--- config.mk ---
export PLATFORM = sky130hd
export DESIGN_NAME = seq_divider
export DESIGN_NICKNAME = d
export VERILOG_FILES = /design/src/rtl/seq_div_pkg.sv /design/src/rtl/seq_div_step.sv /design/src/rtl/seq_divider.sv
export SDC_FILE = /design/constraint.sdc
export NUM_CORES = 1
export LEC_CHECK = 0
export CAP_MARGIN = 30
export CORE_UTILIZATION = 45
export CTS_BUF_LIST = sky130_fd_sc_hd__clkbuf_2
export CTS_CLUSTER_DIAMETER = 60
export DETAILED_ROUTE_END_ITERATION = 7
export GPL_ROUTABILITY_DRIVEN = 0
export MAX_ROUTING_LAYER = met4
export PLACE_DENSITY_LB_ADDON = 0.05
export SYNTH_ARGS = -nofsm -noshare
export SYNTH_HDL_FRONTEND = slang
export SYNTH_SLANG_ARGS = --single-unit
export TNS_END_PERCENT = 20
--- constraint.sdc ---
create_clock -name clk -period 2.96 [get_ports clk]
set_input_delay 0.592 -clock clk [delete_from_list [all_inputs] [get_ports clk]]
set_output_delay 0.592 -clock clk [all_outputs]
set_load 0.02 [all_outputs]
--- src/rtl/seq_div_pkg.sv ---
// Shared definitions for the sequential restoring divider: FSM state
// encoding and the iteration-counter width helper.
package seq_div_pkg;

    typedef enum logic [1:0] {
        IDLE = 2'd0,
        BUSY = 2'd1,
        DONE = 2'd2
    } state_t;

    // Counter must hold the value WIDTH itself, since it stops there on exit from BUSY.
    function automatic int cnt_w(input int width);
        return $clog2(width + 1);
    endfunction

endpackage

--- src/rtl/seq_div_step.sv ---
// One restoring-division step: shift {rem,quo} left by one, pulling the
// next dividend bit (held in the top of quo) into the remainder. Subtract the
// divisor when it fits and record a 1 in the new quotient LSB.
module seq_div_step
    import seq_div_pkg::*;
#(
    parameter int WIDTH = 8
) (
    input  logic [WIDTH:0]   rem_in,
    input  logic [WIDTH-1:0] quo_in,
    input  logic [WIDTH-1:0] dvsr,
    output logic [WIDTH:0]   rem_out,
    output logic [WIDTH-1:0] quo_out
);

    logic [WIDTH+1:0] shifted;
    logic [WIDTH+1:0] dvsr_ext;
    logic             take;

    // Compare/subtract at WIDTH+2 bits so the shifted remainder never overflows.
    always_comb begin
        shifted  = {rem_in, quo_in[WIDTH-1]};
        dvsr_ext = {2'b00, dvsr};
        take     = (shifted >= dvsr_ext);
        rem_out  = take ? (WIDTH+1)'(shifted - dvsr_ext) : shifted[WIDTH:0];
        quo_out  = {quo_in[WIDTH-2:0], take};
    end

endmodule

--- src/rtl/seq_divider.sv ---
// Multi-cycle unsigned restoring divider with registered quotient/remainder.
// One operand pair per start handshake, one result per output handshake.
// Optional build macro: SEQ_DIV_FAST_PATH_EN. When it is defined, a divide by
// zero or a dividend smaller than the divisor skips BUSY and goes straight to DONE.
//
// Handshake semantics: a transfer happens on a rising edge where valid and
// ready are both high. start_ready is high only in IDLE. out_valid is high only
// in DONE. Outputs do not change while out_valid is high. start_valid seen
// outside IDLE is ignored and not queued.
module seq_divider
    import seq_div_pkg::*;
#(
    parameter int WIDTH = 8
) (
    input  logic             clk,
    input  logic             rst_n,
    input  logic             start_valid,
    output logic             start_ready,
    input  logic [WIDTH-1:0] dividend,
    input  logic [WIDTH-1:0] divisor,
    output logic             out_valid,
    input  logic             out_ready,
    output logic [WIDTH-1:0] quotient,
    output logic [WIDTH-1:0] remainder,
    output logic             div_by_zero
);

    localparam int CW = cnt_w(WIDTH);

    state_t           state;
    state_t           state_nxt;
    logic [CW-1:0]    cnt;
    logic [WIDTH:0]   rem_r;
    logic [WIDTH-1:0] quo_r;
    logic [WIDTH-1:0] dvsr_r;
    logic [WIDTH:0]   step_rem;
    logic [WIDTH-1:0] step_quo;
    logic             accept;
    logic             release_res;
    logic             last_step;
    logic             dvsr_zero;
    logic             fast;

    assign start_ready = (state == IDLE);
    assign out_valid   = (state == DONE);
    assign accept      = start_valid && start_ready;
    assign release_res = out_valid && out_ready;
    assign last_step   = (state == BUSY) && (cnt == CW'(WIDTH - 1));
    assign dvsr_zero   = (dvsr_r == '0);

`ifdef SEQ_DIV_FAST_PATH_EN
    // The answer is known at accept time: q=0, r=dividend.
    assign fast = (divisor == '0) || (dividend < divisor);
`else
    assign fast = 1'b0;
`endif

    seq_div_step #(.WIDTH(WIDTH)) u_step (
        .rem_in  (rem_r),
        .quo_in  (quo_r),
        .dvsr    (dvsr_r),
        .rem_out (step_rem),
        .quo_out (step_quo)
    );

    // State register.
    always_ff @(posedge clk or negedge rst_n) begin
        if (!rst_n) begin
            state <= IDLE;
        end else begin
            state <= state_nxt;
        end
    end

    // Next-state logic: IDLE -> BUSY (or DONE on fast path) -> DONE -> IDLE.
    always_comb begin
        state_nxt = state;
        case (state)
            IDLE: if (accept)      state_nxt = fast ? DONE : BUSY;
            BUSY: if (last_step)   state_nxt = DONE;
            DONE: if (release_res) state_nxt = IDLE;
            default:               state_nxt = IDLE;
        endcase
    end

    // Datapath: capture operands on accept, iterate in BUSY, load results entering DONE.
    always_ff @(posedge clk or negedge rst_n) begin
        if (!rst_n) begin
            cnt         <= '0;
            rem_r       <= '0;
            quo_r       <= '0;
            dvsr_r      <= '0;
            quotient    <= '0;
            remainder   <= '0;
            div_by_zero <= 1'b0;
        end else if (accept) begin
            cnt    <= '0;
            rem_r  <= '0;
            quo_r  <= dividend;
            dvsr_r <= divisor;
            if (fast) begin
                quotient    <= '0;
                remainder   <= dividend;
                div_by_zero <= (divisor == '0);
            end
        end else if (state == BUSY) begin
            rem_r <= step_rem;
            quo_r <= step_quo;
            cnt   <= cnt + 1'b1;
            if (last_step) begin
                // A zero divisor makes every step "fit", so the remainder is already
                // the dividend. Only the all-ones quotient needs overriding.
                quotient    <= dvsr_zero ? '0 : step_quo;
                remainder   <= step_rem[WIDTH-1:0];
                div_by_zero <= dvsr_zero;
            end
        end
    end

endmodule

==> key figures, run 1 <==
Layout
  • Layout Area Growth over Synthesis: 21.1%
  • Total inserted antenna cells: 0
  • Number of nets in the layout: 319
  • Fraction of final layout cells sized beyond drive strength 1: about 6.2%
  • Number of filler instances in the final layout: between 400 and 500
  • Post-layout instance area: 2910 µm²

Yosys
  • Count of different cell masters after synthesis: 46
  • Post-synthesis cell area: 2400 µm²
  • Post-synthesis net count: 283
  • Top-area cell type share of the netlist area: 50.0%
  • Number of instances in the synthesized netlist: 253
  • Number of warning messages in the yosys log: 0
  • Area contributors post-synth: dfrtp_1, nand2_1, o21ai_0
  • Part of the Yosys area used for sequential elements: 50.0%
  • Share of flip-flops with an asynchronous set or reset after synthesis: 100%
  • Most repeated cell in the gate-level netlist after synthesis: dfrtp_1
  • Number of flops mapped to enable cells by yosys: 0
  • Average footprint of a synthesized cell: ~9.5 µm²
  • Synth Flop Type: dfrtp_1
  • Post-synthesis sequential element count: 48
  • List of most frequent post-synthesis cells: dfrtp_1, nand2_1, o21ai_0
  • Yosys top cell by area: dfrtp_1

Placed design
  • Minimum setup slack after placement: 0.753 ns
  • Cell area reported after detailed placement: 2840 µm²
  • PortBufs: 38
  • DP HPWL: 3.78 mm

Clock tree
  • Number of buffers inserted during clock tree synthesis: 5
  • Clk buf depth: 2
  • Clock latency on the worst-skew pair: ~0.44 ns
  • Post-CTS setup buffer count: 0
  • Reg clk slew, reported paths: 0.25 ns
  • Total number of H-tree levels: 2
  • Clock tree from TritonCTS: done
  • Post-CTS sizing: 0
  • Hold-fix buffers, CTS: 0
  • Cell chosen for the clock root: clkbuf_2
  • Sink Count: 48

Power
  • Leak Pwr: 1.28 nW
  • Power per Cell Area: 1300 nW/µm²
  • Total Power Consumption: 3.77 mW
  • Worst vdd rail ir drop: 0.436 mV

Critical path
  • Worst-path cell chain: nor2_1, clkdlybuf4s50_1
  • Worst Path Class, Setup: flop to primary output
  • End of the worst register-to-register path: rem_r[4]
  • Launch instance of the worst register-to-register path: dvsr_r[5]
  • Max Fanout on Critical Path: 4
  • Delay of the slowest cell on the worst path: between 0.6 and 0.7 ns
  • Crit start category: flop
  • Slack of the worst reg-to-reg path: between 0.6 and 0.7 ns
  • R2R cell count: 7
  • Critical Path Slowest Stage Cell: clkdlybuf4s50_1
  • Crit path from: state[0]
  • Data required, critical path: 2.37 ns
  • WP data arrival: between 1.5 and 2 ns
  • Critical Path Sink Type: primary output

STA
  • Final clock skew: 0.0185 ns
  • Hold_ws: between 0.1 and 0.15 ns
  • Final critical delay including setup and external delays: 2.31 ns
  • Total count of hold-check failures in the final report: 0
  • Worst Max-Slew Pin Slew: 0.627 ns
  • Final worst path period share: 78.2%
  • Setup repair after global routing missed its margin: false
  • Final setup slack of the worst path: 0.646 ns
  • Number of max-slew violations in the final report: 0
  • Headroom to the max-slew limit: 58.2%
  • Setup total negative slack: 0 ns
  • Count of endpoints failing setup in the final report: 0
  • Timing-limited maximum frequency: 0.432 GHz

Routing
  • Number of design-rule violations left by the first detailed-router iteration: 84
  • Via-to-Cell Ratio: roughly 5.5
  • Final antenna-violating net count: 0
  • Average detailed-routed wire length per instance: 14.3 µm
  • Via count of the routed design: 1973
  • Routed WL: 5.14 mm
  • TritonRoute pass-1 iters: 4
  • Number of remaining DRC errors: 0

Worst hold path
  • Worst hold path type: primary input to async pin

Floorplan
  • Die area: roughly 5600 µm²
  • Row Count: 26
  • I/O pin total: 39
  • Starting density of the core: 46.7%
  • Die outline height: 75.1 µm
  • Core area: 5140 µm²
  • Horizontal die dimension: 75.1 µm

GRT
  • Number of antenna violations at the first check in global routing: 0
  • Pin count of the biggest net entering global routing: 29
  • Global Route Usage Sum: 21.6%
  • Wire length of the first global-routing pass: 8.69 mm
  • Number of global-route vias before repair: 1768
  • Remaining global-route overflow: 0

Flow run
  • Max-cap viol count: 0

Outcome
  • Result of the run: complete, no violations
## critical path: cells and delay by family, from the launching register on
kind	cells	cell delay (ns)
AND/OR/NAND/NOR	1	0.18
buffers and inverters	1	0.63
flip-flops	1	0.47
## cell type report
cell class	instances	area (µm²)	share of cell area [%]
sequential	48	1200	41.3
multi-input combinational	180	1100	37.8
clock inverter	3	42.5	1.46
clock buffer	5	25.0	0.860
tap	70	87.6	3.01
inverter	11	41.3	1.42
timing repair buffer	43	413	14.2
## metrics by stage
step	utilization, %	std cells
floorplan	-	253
global placement	55.3	352
detailed placement	55.3	352
CTS	56.6	360
global route	56.6	360
finish	56.6	360
## flip-flops by register name (all words and copies together) (netlist names)
| name | flops |
|---|---|
| rem_r | 9 |
| div_by_zero | 1 |
| cnt | 4 |
| state | 2 |
| quotient | 8 |
| quo_r | 8 |
| dvsr_r | 8 |
| remainder | 8 |
## worst max path at each step
stage,cells after the start,end,slack [ns]
after floorplan,9,rem_r[6],0.90
after CTS,2,start_ready,0.62
final,2,start_ready,0.65
after detailed placement,9,rem_r[1],0.75
after global routing,2,start_ready,0.50
after global placement,9,rem_r[4],0.78
## metal layers
metal  up-vias  wire length [µm]  track usage (%)
met5         -                 0                -
met4         0                55             6.29
met3         8               239             4.15
met2        53              2230             29.6
met1       940              2620             32.3
li1        972                 -                -
## power by group
part	internal [mW]	switching, mW	leakage (nW)
sequential	0.973	0.217	0.589
clock	0.142	0.213	0.0406
combinational	0.952	1.27	0.647
## cells in the final DEF, fill, tap and decap left out, drive strengths merged, types with 2 or more instances in the layout
cell,Yosys,final
a21oi,10,10
a22o,8,8
a22oi,6,6
a2bb2oi,2,2
a31oi,6,6
buf,4,6
clkbuf,10,5
clkdlybuf4s50,0,37
clkinv,0,2
dfrtp,48,48
ha,9,9
inv,11,11
mux2i,3,3
nand2,42,42
nand2b,3,3
nand3,8,8
nand4,4,4
nor2,16,16
nor3,2,2
nor4,2,2
nor4b,2,2
o21ai,30,30
o31ai,3,3
or2,2,2
or4,2,2
xnor2,2,2
xor2,3,3
## logic make-up after synthesis
group                      count (synthesis)  share of synthesized area [%]
AOI/OAI and AO/OA                         72                           19.7
DFF                                       48                           50.0
adders and majority gates                 10                           5.52
xor gates and xnor gates                   5                           1.82
muxes                                      3                           1.25
buffers and inverters                     25                           4.22
and+or+nand+nor                           90                           17.5
(Power assumes the default switching activity.)
==> run 2: changes to the inputs <==
- clock period: 2.96 -> 2.3 ns (I/O delays scaled with it)
==> run 2 against run 1 <==
Register-to-register slack got worse by 0.56 ns. Clock skew fell by 0.0032 ns. Final cell count grew 1.9%. Total power grew 33%. Sequential share of layout area fell by 1.1 points. Non-clock buffer count increased by 7. Die area unchanged. Clock-buffer cell count did not move. Sequential cell count unchanged. Cell area up 2.8%. Combinational power is 34% higher.
==> key figures, run 2 (synthesized netlist as in run 1, its figures left out) <==
STA
  • Final worst path period share: a little over nine tenths
  • Number of max-slew violations in the final report: 0 (unchanged)
  • Final critical delay including setup and external delays: 2.18 ns
  • Setup total negative slack: 0 ns (unchanged)
  • Worst Max-Slew Pin Slew: 0.563 ns (was 0.627 ns)
  • Timing-limited maximum frequency: 0.458 GHz
  • Total count of hold-check failures in the final report: 0 (unchanged)
  • Hold_ws: 0.474 ns (was 0.119 ns)
  • Count of endpoints failing setup in the final report: 0 (unchanged)
  • Headroom to the max-slew limit: 62.3% (was 58.2%)
  • Final clock skew: 0.0153 ns (was 0.0185 ns)

Critical path
  • Worst Path Class, Setup: flop to primary output (unchanged)
  • Data required, critical path: 1.84 ns (was 2.37 ns)
  • Crit start category: flop (unchanged)
  • Critical Path Sink Type: primary output (unchanged)
  • Crit path from: state[0] (unchanged)
  • Max Fanout on Critical Path: 4 (unchanged)
  • WP data arrival: 1.72 ns (about the same)
  • Launch instance of the worst register-to-register path: quo_r[7] (was dvsr_r[5])

Layout
  • Most common library cell in the layout ignoring fill and taps: dfrtp_1 (unchanged)
  • Layout Area Growth over Synthesis: 24.5% (was 21.1%)
  • Sequential cell area: 1200 µm² (unchanged)
  • Total inserted antenna cells: 0 (unchanged)
  • Fraction of final layout cells sized beyond drive strength 1: 9.43% (was 6.21%)
  • Area used by multi-input combinational logic: 1110 µm² (was 1100 µm²)
  • Max FFs per register: 9 (unchanged)
  • Number of nets in the layout: 326 (was 319)
  • Most frequent cells in the layout: dfrtp_1, nand2_1, clkdlybuf4s50_1, o21ai_0, nor2_1 (unchanged)
  • Number of filler instances in the final layout: 499 (was 493)
  • Register with the most flip-flops: rem_r (unchanged)
  • Share of the core filled with cells in the final layout: 58.2% (was 56.6%)

Clock tree
  • Clk buf depth: 2 (unchanged)
  • Sink Count: 48 (unchanged)
  • Clock tree from TritonCTS: done (unchanged)
  • Number of buffers inserted during clock tree synthesis: 5 (unchanged)
  • Clock latency on the worst-skew pair: 0.45 ns (was 0.44 ns)
  • Total number of H-tree levels: 2 (unchanged)
  • Cell chosen for the clock root: clkbuf_2 (unchanged)
  • Reg clk slew, reported paths: 0.27 ns (was 0.25 ns)

GRT
  • Global Route Usage Sum: 21.7% (was 21.6%)
  • Wire length of the first global-routing pass: 8.66 mm (was 8.69 mm)
  • Number of global-route vias before repair: 1771 (was 1768)
  • Number of antenna violations at the first check in global routing: 0 (unchanged)
  • Pin count of the biggest net entering global routing: 49 (was 29)
  • Remaining global-route overflow: 0 (unchanged)

Power
  • Fraction of power spent switching nets: 45.2% (about the same)
  • Part of the total power dissipated in the clock network: 9.7% (was 9.4%)
  • Comb pwr share: 59.6% (was 59.0%)
  • Power per Cell Area: 1680 nW/µm² (was 1300 nW/µm²)
  • Relative contribution of sequential cells to total power: 30.7% (was 31.6%)
  • Total Power Consumption: 5.02 mW (was 3.77 mW)
  • Worst vdd rail ir drop: 0.556 mV (was 0.436 mV)
  • Internal Dissipation: 2.75 mW (was 2.07 mW)
  • Net Sw Power: 2.27 mW (was 1.70 mW)
  • Leak Pwr: 1.31 nW (was 1.28 nW)

Placed design
  • DP HPWL: 3.92 mm (was 3.78 mm)
  • PortBufs: 38 (unchanged)

Floorplan
  • Die area: 5630 µm² (unchanged)
  • Core area: 5140 µm² (unchanged)
  • Horizontal die dimension: 75.1 µm (unchanged)
  • Row Count: 26 (unchanged)
  • I/O pin total: 39 (unchanged)
  • Starting density of the core: 46.7% (unchanged)
  • Die outline height: 75.1 µm (unchanged)

Worst hold path
  • Worst hold path type: primary input to async pin (unchanged)

Routing
  • Via count of the routed design: 1974 (was 1973)
  • Number of remaining DRC errors: 0 (unchanged)
  • Number of design-rule violations left by the first detailed-router iteration: 165 (was 84)
  • Average detailed-routed wire length per instance: 14.8 µm (was 14.3 µm)
  • Final antenna-violating net count: 0 (unchanged)
  • Via-to-Cell Ratio: 5.38 (was 5.48)
  • TritonRoute pass-1 iters: 4 (unchanged)
  • Routed WL: 5.42 mm (was 5.14 mm)

Outcome
  • Result of the run: complete, no violations (unchanged)

Flow run
  • Max-cap viol count: 0 (unchanged)
## run 2: changes by cell type in the layout (fill, tap and decap cells not counted), sizes merged
cell	before	now
clkinvlp	0	1
clkinv	2	0
buf	6	12
inv	11	12
dlygate4sd3	0	1
## run 2: metal layers
metal	track usage, %	up-vias	wire (µm)
li1	-	983	-
met4	5.03	0	53
met2	30.7	45	2350
met3	4.42	5	182
met1	31.9	941	2840
met5	-	-	0
## run 2: metrics by stage
stage / cell area, µm² / instances / setup WS (ns)
after global placement: 2890 / 357 / 0.157
after global routing: 2990 / 367 / -0.00972
after CTS: 2970 / 366 / 0.0376
final: 2990 / 367 / 0.117
after detailed placement: 2890 / 357 / 0.103
after floorplan: 2400 / 253 / 0.237
## run 2: final timing paths
check                                     to  cells after the start  slack [ns]
min in group clk                      cnt[3]                      1        0.50
worst min register to register        cnt[3]                      1        0.50
worst max register to register  remainder[6]                      9        0.13
worst max-delay path             start_ready                      2        0.12
worst min-delay path                rem_r[2]                      3        0.47
max in group asynchronous        quotient[4]                      3        1.59
## run 2: worst max-delay path: stages (launching register included)
cell             delay, ns
dfrtp_1               0.47
nor2_1                0.18
clkdlybuf4s50_1       0.64
## run 2: area by class of cell
| class | count | share of cell area (%) |
|---|---|---|
| inverter | 11 | 1.38 |
| tap | 70 | 2.93 |
| multi-input combinational | 180 | 37.1 |
| timing repair buffer | 50 | 16.1 |
| sequential | 48 | 40.2 |
| clock buffer | 5 | 0.836 |
| clock inverter | 3 | 1.55 |
## run 2: timing repair
item | CTS | global route
hold buffers | 1 | 0
setup endpoints to repair | 0 | 12
setup buffers | 0 | 1
endpoints found under the hold margin | 48 | 0
resized for setup | 0 | 3
## run 2: power groups by stage
| stage | clock network, mW | logic [mW] | registers [mW] |
|---|---|---|---|
| after floorplan | 0 | 1.95 | 1.64 |
| after global placement | 0 | 2.92 | 1.56 |
| after detailed placement | 0 | 2.95 | 1.56 |
| after CTS | 0.491 | 2.96 | 1.54 |
| after global routing | 0.527 | 3.34 | 1.59 |
| final | 0.487 | 2.99 | 1.54 |
==> run 3: changes to the inputs <==
- CTS_CLUSTER_DIAMETER: 60 -> unset
==> results of run 3 <==
Final layout, timing and power as in run 2 (identical DEF).
==> RTL change: new RTL, config.mk and constraints of run 1 <==
`WIDTH` is set to 8 in 2 places; all go to 10.
--- a/src/rtl/seq_div_step.sv
+++ b/src/rtl/seq_div_step.sv
@@ -6,3 +6,3 @@
 #(
-    parameter int WIDTH = 8
+    parameter int WIDTH = 10
 ) (
--- a/src/rtl/seq_divider.sv
+++ b/src/rtl/seq_divider.sv
@@ -12,3 +12,3 @@
 #(
-    parameter int WIDTH = 8
+    parameter int WIDTH = 10
 ) (
Interface: changed (resized dividend, divisor, quotient and remainder); port bits go from 39 to 47. The function was not compared with the original's and may differ.
==> RTL change against run 1 <==
  * Via count is 17% higher
  * Final area rose by 24%
  * Global-route usage increased by 0.14 points
  * Area after synthesis rose by 23%
  * Wire length increased by 30%
  * Setup slack got worse by 320 ps
  * Total power rose by 31%
  * Sequential cell count grew 10
==> RTL change: results (changes against run 1) <==
* CTS buffer count at 9 (+4)
* Number of global-route vias before repair at 2,385 (+35%)
* M2 GR Usage at 0.339 (+0.0427)
* Reg clk slew, reported paths at 180 ps (-70 ps)
* Highest cell delay on the worst timing path at 430 ps (-200 ps)
* Net Sw Power at 2.20 mW (+29%)
* Clk Latency, worst-skew pair at 480 ps (+40 ps)
* Skew final at 35.3 ps (+16.8 ps)
* Sequential area share after synthesis at 0.493 (-0.00722)
* Grt met1 use at 0.273 (-0.0493)
* Post-synth cell types at 50 (+8.7%)
* Layout cells sized above 1 at 0.0997 (+0.0376)
* Worst slack, placed at 349 ps (-404 ps)
* Outcome: finished clean
* Placed cell count at 412 (+17%)
* Worst-path fanout max at 8 (+4)
* Layout net count at 383 (+20%)
* R2R Setup Slk at 320 ps (-370 ps)
* Drt pass-1 iters at 5 (+1)
* DR WL met2 at 3190 um (+43%)
* HPWL after detailed placement at 4640 um (+23%)
* WL met3 at 280 um (+17%)
* Largest net degree at the start of global routing at 59 (+100%)
* Rel. slew slack at 0.378 (-0.205)
* Worst reg2reg path endpoint: rem_r[1]$_DFFE_PN0P_
* FF-to-FF path depth at 9 (+2)
-- RTL change: cell types whose count changed after synthesis, sizes merged, moves of 3 or more --
cell / delta
a31oi: -4
buf: +3
dfrtp: +10
ha: +3
mux2i: +4
nand2: +8
nand3: +8
nor2: -7
o21ai: +12
o31ai: -3
-- RTL change: kinds of logic (layout without fill, tap and decap cells) --
kind of cell | after synthesis | after routing | share of synthesized area
DFF | 58 | 58 | 0.493
adders and majority gates | 13 | 13 | 0.0578
xor gates and xnor gates | 6 | 6 | 0.0178
buffers and inverters | 30 | 82 | 0.0450
AOI/OAI and AO/OA | 87 | 87 | 0.196
muxes | 9 | 9 | 0.0327
and+or+nand+nor | 96 | 96 | 0.158
-- RTL change: worst max path at each step --
stage                                 endpoint  slack (ps)  cells past startpoint
after floorplan           rem_r[1]$_DFFE_PN0P_         670                      9
after global placement    rem_r[1]$_DFFE_PN0P_         430                      9
after detailed placement  rem_r[1]$_DFFE_PN0P_         350                      9
after CTS                 rem_r[1]$_DFFE_PN0P_         320                      9
after global routing      rem_r[4]$_DFFE_PN0P_          80                     10
final                     rem_r[1]$_DFFE_PN0P_         320                      9
-- RTL change: power by group through the flow --
stage / clock network, mW / registers [mW] / logic, mW
2_1_floorplan: 0 / 1.55 / 2.04
3_3_place_gp: 0 / 1.48 / 2.87
3_5_place_dp: 0 / 1.48 / 2.91
4_1_cts: 0.600 / 1.46 / 2.93
5_1_grt: 0.632 / 1.51 / 3.26
6_report: 0.581 / 1.46 / 2.91
-- RTL change: area by class of cell --
cell class / instances / share of cell area
Tap cell: 77 / 0.0268
Clock buffer: 11 / 0.0153
Clock inverter: 5 / 0.0219
Sequential cell: 58 / 0.403
Timing Repair Buffer: 53 / 0.141
Multi-Input combinational cell: 211 / 0.378
Inverter: 13 / 0.0136
